## src/rtl/flit_sink_monitor.sv

```systemverilog
// flit_sink_monitor
//   Receive-side endpoint for a single-output flit stream. It is always ready,
//   so every ivalid cycle consumes a flit. It checks packet framing
//   (HEAD, DATA*, TAIL) and virtual-channel consistency, and it gathers
//   statistics while the meas_en window is open.
//
//   Optional feature macro: SINK_TOGGLE_CNT_EN
//     Defined   : toggle_cnt accumulates the Hamming distance between
//                 successive idata words, whether or not ivalid is set.
//     Undefined : there is no prev_data register, and toggle_cnt is tied to 0.
//
// Ports
//   clk, rst    clock and synchronous active-high reset
//   idata       flit; type = idata[FLIT_W-1 -: 3], payload = the remaining bits
//   ivalid      flit valid
//   ivch        virtual channel of the flit
//   meas_en     statistics window; counters move only while it is high
//   clr         synchronous clear of counters, last_len and err_flag
//   in_pkt      FSM is inside a packet (BODY)
//   pkt_cnt     packets closed by a legal TAIL
//   flit_cnt    valid flits accepted
//   busy_cnt    cycles with ivalid=1
//   toggle_cnt  accumulated idata Hamming distance
//   err_cnt     cycles containing at least one framing or protocol error
//   last_len    length of the most recently completed packet
//   err_flag    sticky error indicator
module flit_sink_monitor #(
  parameter int FLIT_W  = 35,
  parameter int VCH_W   = 2,
  parameter int CNT_W   = 32,
  parameter int MAX_LEN = 64
) (
  input  logic              clk,
  input  logic              rst,
  input  logic [FLIT_W-1:0] idata,
  input  logic              ivalid,
  input  logic [VCH_W-1:0]  ivch,
  input  logic              meas_en,
  input  logic              clr,
  output logic              in_pkt,
  output logic [CNT_W-1:0]  pkt_cnt,
  output logic [CNT_W-1:0]  flit_cnt,
  output logic [CNT_W-1:0]  busy_cnt,
  output logic [CNT_W-1:0]  toggle_cnt,
  output logic [CNT_W-1:0]  err_cnt,
  output logic [15:0]       last_len,
  output logic              err_flag
);

  localparam logic [2:0] TYPE_HEAD = 3'b001;
  localparam logic [2:0] TYPE_DATA = 3'b010;
  localparam logic [2:0] TYPE_TAIL = 3'b011;
  localparam logic [15:0] LEN_LIMIT = 16'(MAX_LEN);

  typedef enum logic {IDLE, BODY} state_t;

  state_t            state;
  logic [15:0]       len;
  logic [VCH_W-1:0]  cur_vch;
  logic              ovf_seen;   // the over-length error for this packet has already been reported

  logic [2:0]  flit_type;
  logic [15:0] len_inc;
  logic        start_pkt, grow, finish, len_ovf, err_now;

  assign flit_type = idata[FLIT_W-1 -: 3];
  assign len_inc   = (len == 16'hFFFF) ? len : len + 16'd1;
  assign in_pkt    = (state == BODY);

  // Decode the current flit into framing actions and an error indication.
  always_comb begin
    start_pkt = 1'b0;
    grow      = 1'b0;
    finish    = 1'b0;
    err_now   = 1'b0;
    if (ivalid) begin
      if (state == IDLE) begin
        if (flit_type == TYPE_HEAD) start_pkt = 1'b1;
        else                        err_now   = 1'b1;
      end else begin
        if (ivch != cur_vch) err_now = 1'b1;
        unique case (flit_type)
          TYPE_HEAD: begin err_now = 1'b1; start_pkt = 1'b1; end
          TYPE_DATA: grow = 1'b1;
          TYPE_TAIL: begin grow = 1'b1; finish = 1'b1; end
          default:   err_now = 1'b1;
        endcase
      end
    end
    // Flag an over-long packet only once, when len first exceeds MAX_LEN.
    len_ovf = grow && !ovf_seen && (len_inc > LEN_LIMIT);
    if (len_ovf) err_now = 1'b1;
  end

  // Framing FSM; it is unaffected by meas_en and clr.
  always_ff @(posedge clk) begin
    if (rst) begin
      state    <= IDLE;
      len      <= '0;
      cur_vch  <= '0;
      ovf_seen <= 1'b0;
    end else if (start_pkt) begin
      state    <= BODY;
      len      <= 16'd1;
      cur_vch  <= ivch;
      ovf_seen <= 1'b0;
    end else if (grow) begin
      len <= len_inc;
      if (len_ovf) ovf_seen <= 1'b1;
      if (finish)  state    <= IDLE;
    end
  end

  function automatic logic [CNT_W-1:0] sat_add(input logic [CNT_W-1:0] a,
                                               input logic [CNT_W-1:0] b);
    logic [CNT_W:0] s;
    s = {1'b0, a} + {1'b0, b};
    return s[CNT_W] ? '1 : s[CNT_W-1:0];
  endfunction

  // Statistics. clr has priority over every update, and rst has priority over clr.
  always_ff @(posedge clk) begin
    if (rst || clr) begin
      pkt_cnt  <= '0;
      flit_cnt <= '0;
      busy_cnt <= '0;
      err_cnt  <= '0;
      last_len <= '0;
      err_flag <= 1'b0;
    end else begin
      if (finish)  last_len <= len_inc;
      if (err_now) err_flag <= 1'b1;
      if (meas_en) begin
        if (finish)  pkt_cnt  <= sat_add(pkt_cnt, CNT_W'(1));
        if (ivalid)  flit_cnt <= sat_add(flit_cnt, CNT_W'(1));
        if (ivalid)  busy_cnt <= sat_add(busy_cnt, CNT_W'(1));
        if (err_now) err_cnt  <= sat_add(err_cnt, CNT_W'(1));
      end
    end
  end

`ifdef SINK_TOGGLE_CNT_EN
  logic [FLIT_W-1:0] prev_data;
  logic [FLIT_W-1:0] diff;
  logic [CNT_W-1:0]  pop;

  assign diff = idata ^ prev_data;

  always_comb begin
    pop = '0;
    for (int i = 0; i < FLIT_W; i++) pop = pop + CNT_W'(diff[i]);
  end

  always_ff @(posedge clk) begin
    if (rst) begin
      prev_data  <= '0;
      toggle_cnt <= '0;
    end else begin
      prev_data <= idata;
      if (clr)          toggle_cnt <= '0;
      else if (meas_en) toggle_cnt <= sat_add(toggle_cnt, pop);
    end
  end
`else
  // The payload bits are consumed only by the toggle counter.
  logic unused_payload;
  assign unused_payload = ^idata[FLIT_W-4:0];
  assign toggle_cnt     = '0;
`endif

endmodule

```

## config.mk

```make
export PLATFORM = sky130hd
export DESIGN_NAME = flit_sink_monitor
export DESIGN_NICKNAME = d
export VERILOG_FILES = /design/src/rtl/flit_sink_monitor.sv
export SDC_FILE = /design/constraint.sdc
export NUM_CORES = 1
export LEC_CHECK = 0
export ABC_CLOCK_PERIOD_IN_PS = 4400
export BUFFER_PORTS_ARGS = -buffer_cell sky130_fd_sc_hd__buf_2
export CORE_ASPECT_RATIO = 0.5
export CORE_MARGIN = 5
export CORE_UTILIZATION = 53
export DETAILED_ROUTE_END_ITERATION = 6
export PLACE_DENSITY_LB_ADDON = 0.25
export SYNTH_ARGS = -nofsm -noshare
export SYNTH_HDL_FRONTEND = slang
export SYNTH_SLANG_ARGS = --single-unit
```

## constraint.sdc

```tcl
create_clock -name clk -period 4.4 [get_ports clk]
set_clock_uncertainty 0.15 [all_clocks]
set_input_delay 0.66 -clock clk [delete_from_list [all_inputs] [get_ports clk]]
set_output_delay 0.66 -clock clk [all_outputs]
set_load 0.1 [all_outputs]
```

### Word level (Yosys, flattened, before mapping)

Index checks and enable logic that the tools add are counted.

| cells by class | value |
|---|---|
| add/subtract/negate cells | 5 |
| $lt $le $gt $ge | 1 |
| equality and inequality tests | 5 |
| multiplexer cells | 24 |
| reductions and logical operators | 13 |

Operators by type and width:

| operator | count |
|---|---|
| 32-bit by 1-bit adder with 33-bit output, second input constant | 4 |
| 32-bit 2-to-1 mux | 4 |
| 1-bit 2-to-1 mux | 19 |
| 16-bit by 1-bit adder with 16-bit output, second input constant | 1 |
| 16-bit equality test, second input constant | 1 |
| 16-bit by 7-bit greater-than comparator with 1-bit output, second input constant | 1 |
| 16-bit 2-to-1 mux | 1 |
| 2-bit AND reduction | 5 |
| 3-bit by 2-bit equality test with 1-bit output, second input constant | 2 |
| 2-bit nonzero test | 2 |
| 2-bit OR reduction | 2 |
| 3-bit by 1-bit equality test with 1-bit output, second input constant | 1 |
| 1-bit logical AND | 2 |
| 2-bit inequality test | 1 |
| 1-bit zero test | 1 |
| 1-bit logical OR | 1 |

| storage, ports and cells | value |
|---|---|
| flip-flop bits (word level) | 165 |
| input port bits | 42 |
| logic and storage cells | 59 |

### Logic depth before layout (Yosys ltp)

Gate-level depths: netlist of run 1.

| depth | value |
|---|---|
| depth after elaboration | 9 |
| depth in mapped cells | 12 |
| depth with buffers taken out | 9 |

### Least setup slack after synthesis of run 1

Ideal clock, no wire load.

| timing path | value |
|---|---|
| kind | register to register |
| start | register err_cnt[0] |
| end | register err_cnt[17] |
| arrival | 3.222 ns |
| path slack | 0.939 ns |
| stages on the path, launching flop included | 11 |
| clock period less this slack | 3.461 ns |
| path through | dfxtp_1 > ha_1 > nand3_1 > nor3_1 > nand3_1 > nor2_1 > nand2_1 > clkbuf_1 > o21ai_0 > a21oi_1 > a311oi_2 |

| between the ends | value |
|---|---|
| cells in the longest elaborated chain, start to end | 2 |

RTL lines:

| element | RTL line | text |
|---|---|---|
| start: declaration | 45 | `output logic [CNT_W-1:0] err_cnt,` |
| start signal: assignment | 137 | `if (err_now) err_cnt <= sat_add(err_cnt, CNT_W'(1));` |
| 32-bit by 1-bit adder with 33-bit output | 117 | `s = {1'b0, a} + {1'b0, b};` |
| 32-bit 2-to-1 mux | 118 | `return s[CNT_W] ? '1 : s[CNT_W-1:0];` |

Every way passes these cells.
A chain may end at the register's enable or synchronous reset.

### Final worst setup path of run 1

| timing path | value |
|---|---|
| start | register len[0] |
| end | register err_cnt[31] |

| between the ends | value |
|---|---|
| cells in the longest elaborated chain, start to end | 6 |
| elaborated cells between the ends (all ways) | 7 |
| classes of those cells | add/sub (1); order compare (1); eq/ne (1); mux (2); reduce/logical (2) |

RTL lines:

| element | RTL line | text |
|---|---|---|
| start: declaration | 58 | `logic [15:0] len;` |
| start signal: assignment | 108 | `len <= len_inc;` |
| 16-bit by 1-bit adder with 16-bit output / 16-bit equality test (equally long branches) | 67 | `assign len_inc = (len == 16'hFFFF) ? len : len + 16'd1;` |
| 16-bit 2-to-1 mux (*) | 67 |  |
| 16-bit by 7-bit greater-than comparator with 1-bit output (*) | 91 | `len_ovf = grow && !ovf_seen && (len_inc > LEN_LIMIT);` |
| 1-bit logical AND (*) | 91 |  |
| 1-bit 2-to-1 mux (*) | 92 | `if (len_ovf) err_now = 1'b1;` |
| 2-bit AND reduction (no source line) (*) | - |  |

Every way passes the cells marked *; elsewhere a longest branch is shown, timed or not.

==> reports/metrics.yaml, run 1 <==
status:
  outcome: "finished clean"
die:
  io_pins: 220
  start_util_pct: 53.71
  core_area_um2: 15290
  die_width_um: 186.1
  rows: 32
  dieArea_um2: 18240
  die-height_um: 98.04
clock_tree:
  htree_levels: 4
  cts_tree: "yes"
  clock-sinks: 165
  postCtsSetupRepairBufs: 0
  ctsRootBufferMaster: "clkbuf_16"
  clk_latency_ns: 0.42
  numCtsBuffers: 17
  hold_buffers: 0
  clk_pin_slew_worst_paths_ns: 0.07
  post_cts_resize_count: 0
  cts_buffer_depth: 2
setup_path:
  worstReg2RegEnd: "err_cnt[31]$_SDFFE_PP0P_"
  critPathSlowestCell: "dfxtp_1"
  cp-start-kind: "flip-flop"
  worstPathRequired_ns: 4.58
  r2r_cells: 10
  worstPathMaxFanout: 38
  cp_slowest_stage_delay_ns: 0.48
  cp-startpoint: "len[0]$_SDFFE_PP0P_"
  crit_chain: "ha_1 -> nand3_1 -> nor4_1 -> mux2_1 -> or3_4 -> o41ai_4 -> o21ai_4 -> buf_4 -> and4_1 -> a211oi_2"
  endpoint_kind: "flip-flop"
  arrival_ns: 3.89
  reg2reg_slack_ns: 0.69
  criticalPathCategory: "reg2reg"
  r2r-start: "len[0]$_SDFFE_PP0P_"
placed_design:
  port_buffers: 155
  place_congestion: 0.8956
  place_ws_ns: 0.7096
  hpwlAfterDp_um: 14610
timing:
  maxSlewViolCount: 0
  setup_viol: 0
  hold_violations: 0
  rsz0062_at_grt: "no"
  worstMarginPinSlew_ns: 1.011
  min_period_ns: 3.707
  maxSlewHeadroom_pct: 32.43
  fin_setup_tns_ns: 0
  fin_crit_sh_pct: 84.24
  fin_ws_ns: 0.6934
  fmax_ghz: 0.2698
synth:
  synth_top_area_share_pct: 40.21
  syn_area_per_cell_um2: 8.349
  ys_async_sr_fraction_pct: 0
  ys_warn_count: 0
  synth_cell_type_count: 58
  synth_cells: 984
  synth-edff-count: 0
  ys.flop_type: "dfxtp_1"
  ys_seq_area_share_pct: 40.21
  synth_common_cells: "dfxtp_1 (165), a21oi_1 (120), nor2_1 (98)"
  synth_area_um2: 8215
  synth_area_leaders: "dfxtp_1 (40%), a21oi_1 (7.3%), xor2_1 (6.3%), nor2_1 (4.5%), nand2_1 (4.4%)"
  yosys.area.top_type: "dfxtp_1"
  ys_ff_latch: 165
  synth.most_common_cell: "dfxtp_1"
routing:
  drt_iter0_markers: 391
  top_layer: "met4"
  wl_per_cell_um: 15.43
  met1_length_um: 9508
  drc: 0
  via_per_inst: 5.603
  route.met3.wl_um: 1582
  postRouteAntennaNets: 0
  drt_pre_antenna_iters: 5
  drt_wl_total_um: 20580
  dr_wl_met2_um: 9359
  vias: 7475
cells_and_area:
  diodes: 0
  seq_area_um2: 3303
  area_growth_syn_to_layout_pct: 16.77
  multiInputGateArea_um2: 4502
  nets: 1164
  final_layout_size_suffix_gt1_share_pct: 19.47
  fillers: 1372
pwr:
  ir_drop_mv: 0.2530
  power.density_nw_per_um2: 338.8
  p_leak_nw: 3.775
global_routing:
  grt_pass1_vias: 7074
  overflow: 0
  track_usage_pct: 22.51
  grt_first_pass_wirelength_um: 34500
  grt_antenna_before_repair: 0
  grt_max_degree: 83
worst_hold_path:
  min_path_cells: 2
  hp-start: "last_len[12]$_SDFFE_PP0P_"
  min_to: "last_len[12]$_SDFFE_PP0P_"
  hp-class: "reg2reg"
flow_run:
  maxCapViolCount: 0
[state kept, by name, indices dropped and copies added (netlist names)]
signal,cells
err_flag,1
len,16
busy_cnt,32
err_cnt,32
flit_cnt,32
pkt_cnt,32
in_pkt,1
ovf_seen,1
cur_vch,2
last_len,16
[per-layer routing]
metal | global-route usage (%) | up-vias
li1 | - | 3700
met1 | 30.38 | 3553
met2 | 36.20 | 210
met3 | 6.624 | 12
met4 | 4.421 | 0
met5 | 0 | -
[area by class of cell]
cell class                 count  share of cell area, %
multi-input combinational    750                  46.93
clock buffer                  19                  4.617
inverter                      18                 0.7043
tap                          204                  2.661
sequential                   165                  34.43
clock inverter                13                  1.787
timing repair buffer         165                  8.869
[worst max-delay path, delay by kind of cell, from the launching register on]
kind / cells / cell delay [ns]
fa+ha+maj: 1 / 0.22
mux: 1 / 0.39
flops: 1 / 0.48
simple gates: 4 / 1.10
buf+inv: 1 / 0.29
compound gates: 3 / 0.96
[kinds of logic (layout without fill, tap and decap cells)]
| logic type | count (synthesis) | after routing | share of synthesized area [%] |
|---|---|---|---|
| fa+ha+maj | 5 | 5 | 0.7615 |
| buf+inv | 100 | 215 | 6.534 |
| mux | 11 | 11 | 1.356 |
| simple gates | 393 | 393 | 24.44 |
| other cells | 1 | 32 | 0.04565 |
| xor+xnor | 95 | 95 | 10.13 |
| compound gates | 214 | 214 | 16.52 |
| flops | 165 | 165 | 40.21 |
[worst max path at each step]
stage,endpoint,slack [ns]
3_3_place_gp,err_cnt[31]$_SDFFE_PP0P_,0.74
2_1_floorplan,err_cnt[17]$_SDFFE_PP0P_,0.94
3_5_place_dp,err_cnt[31]$_SDFFE_PP0P_,0.71
6_report,err_cnt[31]$_SDFFE_PP0P_,0.69
4_1_cts,err_cnt[31]$_SDFFE_PP0P_,0.68
5_1_grt,err_cnt[28]$_SDFFE_PP0P_,0.46
[where the power goes]
group	switching, mW	total [mW]	internal [mW]	leakage [nW]
Sequential	0.00421	1.50	1.50	1.33
Clock	0.623	1.54	0.917	0.288
Combinational	0.189	0.210	0.0209	2.16
Total	0.816	3.25	2.43	3.78
[metrics by stage]
stage	cells	power (mW)	utilization [%]	instance area (um^2)	hold slack [ns]
2_1_floorplan	1015	1.742	-	8332	0.2960
3_3_place_gp	1302	1.743	58.70	8979	0.2901
3_5_place_dp	1302	1.744	58.70	8979	0.2955
4_1_cts	1334	3.286	62.72	9593	0.3050
5_1_grt	1334	3.378	62.72	9593	0.3363
6_report	1334	3.250	62.72	9593	0.3015
[cell usage in the layout, fill, tap and decap left out, types with 6 or more instances in the layout]
cell type / synthesis / layout
buf_4: 36 / 10
buf_2: 9 / 155
nand4_1: 22 / 22
and3_1: 26 / 26
and2_1: 11 / 11
mux2i_1: 10 / 10
xor2_1: 59 / 59
a311oi_1: 16 / 16
o21ai_0: 15 / 15
o211a_1: 6 / 6
a21oi_1: 120 / 120
a31oi_1: 13 / 13
a41oi_1: 7 / 7
nand2_1: 97 / 97
xnor2_1: 36 / 36
dfxtp_1: 165 / 165
clkbuf_16: 0 / 17
inv_1: 18 / 18
nor3_1: 25 / 25
nor2_1: 98 / 98
and4_1: 10 / 10
nand3_1: 52 / 52
nor4_1: 9 / 9
a211oi_1: 15 / 15
conb_1: 1 / 32
Note: power is estimated with default switching activity, not from simulation.
==> run 2, diff against run 1 <==
--- a/config.mk
+++ b/config.mk
@@ -5,11 +5,11 @@
 export SDC_FILE = /design/constraint.sdc
 export NUM_CORES = 1
 export LEC_CHECK = 0
-export ABC_CLOCK_PERIOD_IN_PS = 4400
+export ABC_CLOCK_PERIOD_IN_PS = 3050
 export BUFFER_PORTS_ARGS = -buffer_cell sky130_fd_sc_hd__buf_2
 export CORE_ASPECT_RATIO = 0.5
 export CORE_MARGIN = 5
-export CORE_UTILIZATION = 53
+export CORE_UTILIZATION = 48
 export DETAILED_ROUTE_END_ITERATION = 6
 export PLACE_DENSITY_LB_ADDON = 0.25
 export SYNTH_ARGS = -nofsm -noshare
==> constraint.sdc (replaced) <==
create_clock -name clk -period 3.05 [get_ports clk]
set_clock_uncertainty 0.15 [all_clocks]
set_input_delay 0.4575 -clock clk [delete_from_list [all_inputs] [get_ports clk]]
set_output_delay 0.4575 -clock clk [all_outputs]
set_load 0.1 [all_outputs]
==> run 2 against run 1 <==
Against the previous run: total power increased by 47%; final area rose by 6.7%; fmax increased by 26%.
==> reports/metrics.yaml, run 2 (synthesized netlist as in run 1, its figures left out) <==
status:
  outcome: "finished clean"  # unchanged
clock_tree:
  cts_buffer_depth: 2  # unchanged
  htree_levels: 4  # unchanged
  hold_buffers: 0  # unchanged
  clk_pin_slew_worst_paths_ns: 0.07  # about the same
  ctsRootBufferMaster: "clkbuf_16"  # unchanged
  clock-sinks: 165  # unchanged
  numCtsBuffers: 17  # unchanged
  cts_tree: "yes"  # unchanged
  clk_latency_ns: 0.43  # was 0.42 ns
die:
  rows: 33  # was 32
  die_width_um: 195.0  # was 186.1 um
  dieArea_um2: 19990  # was 18240 um^2
  die-height_um: 102.5  # was 98.04 um
  core_area_um2: 16600  # was 15290 um^2
  io_pins: 220  # unchanged
  start_util_pct: 49.49  # was 53.71%
cells_and_area:
  fin_cells: 1420  # was 1334
  area_growth_syn_to_layout_pct: 24.63  # was 16.77%
  final_area_um2: 10240  # was 9593 um^2
  final_cell_mix: "buf_2 (156), dfxtp_1 (130), a21oi_1 (120)"  # was dfxtp_1 (165), buf_2 (155), a21oi_1 (120)
  final_common_cell: "buf_2"  # was dfxtp_1
  fin_util_pct: 61.68  # was 62.72%
  nets: 1227  # was 1164
  diodes: 0  # unchanged
  final_layout_size_suffix_gt1_share_pct: 27.41  # was 19.47%
pwr:
  ir_drop_mv: 0.4181  # was 0.2530 mV
  power.density_nw_per_um2: 466.1  # was 338.8 nW/um^2
  power_mw: 4.773  # was 3.250 mW
  p_leak_nw: 4.154  # was 3.775 nW
setup_path:
  criticalPathCategory: "reg2reg"  # unchanged
  cp_slowest_stage_delay_ns: 0.41  # was 0.48 ns
  crit_chain: "ha_1 -> buf_6 -> inv_1 -> nor4_2 -> mux2i_1 -> or3_4 -> o41ai_4 -> buf_6 -> o21ai_4 -> and2_4 -> a311oi_1"  # was ha_1 -> nand3_1 -> nor4_1 -> mux2_1 -> or3_4 -> o41ai_4 -> o21ai_4 -> buf_4 -> and4_1 -> a211oi_2
  critPathBufInv: 3  # was 1
  reg2reg_slack_ns: 0.11  # was 0.69 ns
  critPathSlowestCell: "or3_4"  # was dfxtp_1
  endpoint_kind: "flip-flop"  # unchanged
  arrival_ns: 3.13  # was 3.89 ns
  crit_family: "simple AND/OR/NAND/NOR gates"  # unchanged
  path_common_cell: "buf_6"
  worstPathMaxFanout: 9  # was 38
  cp-start-kind: "flip-flop"  # unchanged
  worstPathRequired_ns: 3.23  # was 4.58 ns
placed_design:
  port_buffers: 155  # unchanged
  dpl-instance-area_um2: 9475  # was 8979 um^2
  hpwlAfterDp_um: 16060  # was 14610 um
  place_congestion: 0.9534  # was 0.8956
  dp.cells: 1379  # was 1302
routing:
  drt_wl_total_um: 22930  # was 20580 um
  drc: 0  # unchanged
  via_per_inst: 5.468  # was 5.603
  drt_pre_antenna_iters: 5  # unchanged
  drt_iter0_markers: 465  # was 391
  vias: 7765  # was 7475
  postRouteAntennaNets: 0  # unchanged
  wl_per_cell_um: 16.15  # was 15.43 um
timing:
  min_period_ns: 2.944  # was 3.707 ns
  fin_crit_sh_pct: 96.52  # was 84.24%
  worstMarginPinSlew_ns: 0.7293  # was 1.011 ns
  fin_setup_tns_ns: 0  # unchanged
  maxSlewHeadroom_pct: 51.38  # was 32.43%
  hold_violations: 0  # unchanged
  fmax_ghz: 0.3397  # was 0.2698 GHz
  setup_viol: 0  # unchanged
  maxSlewViolCount: 0  # unchanged
global_routing:
  overflow: 0  # unchanged
  track_usage_pct: 22.17  # was 22.51%
  grt_max_degree: 67  # was 83
  grt_pass1_vias: 7148  # was 7074
  grt_antenna_before_repair: 0  # unchanged
  grt_first_pass_wirelength_um: 36480  # was 34500 um
worst_hold_path:
  hp-class: "in2reg"  # was reg2reg
flow_run:
  maxCapViolCount: 0  # unchanged
-- run 2: cell count changes in the layout (fill, tap and decap cells not counted), sizes merged --
cell,change
buf,+60
inv,+4
clkbuf,-2
clkinvlp,-2
o21ai,+2
and2,+1
-- run 2: stage by stage --
step	setup WS [ns]	hold WS, ns
after global placement	-0.006948	0.2882
after CTS	0.01111	0.1372
after detailed placement	-0.08052	0.2950
after floorplan	0.001262	0.2961
final	0.1062	0.1517
after global routing	-0.01409	0.1552
-- run 2: what timing repair did --
action,CTS,global route
gates cloned,2,3
endpoints found under the hold margin,0,0
endpoints found under the setup margin,26,31
pin swaps,2,10
resized for setup,0,20
setup buffers,1,3
-- run 2: worst paths after layout --
kind | to | cells past startpoint | from
setup / recovery | err_cnt[21]$_SDFFE_PP0P_ | 11 | len[0]$_SDFFE_PP0P_
hold / removal | cur_vch[1]$_SDFFE_PP0P_ | 3 | ivch[1]
setup reg to reg | err_cnt[21]$_SDFFE_PP0P_ | 11 | len[0]$_SDFFE_PP0P_
hold reg to reg | last_len[2]$_SDFFE_PP0P_ | 2 | last_len[2]$_SDFFE_PP0P_
-- run 2: routing by layer --
layer,vias up,wire (um),GRT usage (%),share of wire [%]
met2,227,10470,35.87,46
met4,0,229,5.737,1.0
met3,22,1453,5.387,6.3
met1,3680,10770,30.29,47
li1,3836,-,-,-
met5,-,0,0,0
-- run 2: final cells by class --
class | count | area (um^2)
multi-input combinational | 753 | 4582
sequential | 165 | 3352
timing repair buffer | 225 | 1338
clock buffer | 17 | 425.4
tap | 227 | 284.0
fill | 1482 | 6360
inverter | 18 | 67.56
clock inverter | 15 | 190.2
-- run 2: where the power goes --
group | switching, mW | internal (mW) | total [mW]
Clock | 0.972 | 1.31 | 2.28
Combinational | 0.285 | 0.0412 | 0.326
Sequential | 0.00587 | 2.16 | 2.16
-- run 2: tightest hold or removal path: cells and delay by family --
family / cells / cell delay, ns
and+or+nand+nor: 1 / 0.07
buffers and inverters: 1 / 0.10
muxes: 1 / 0.06
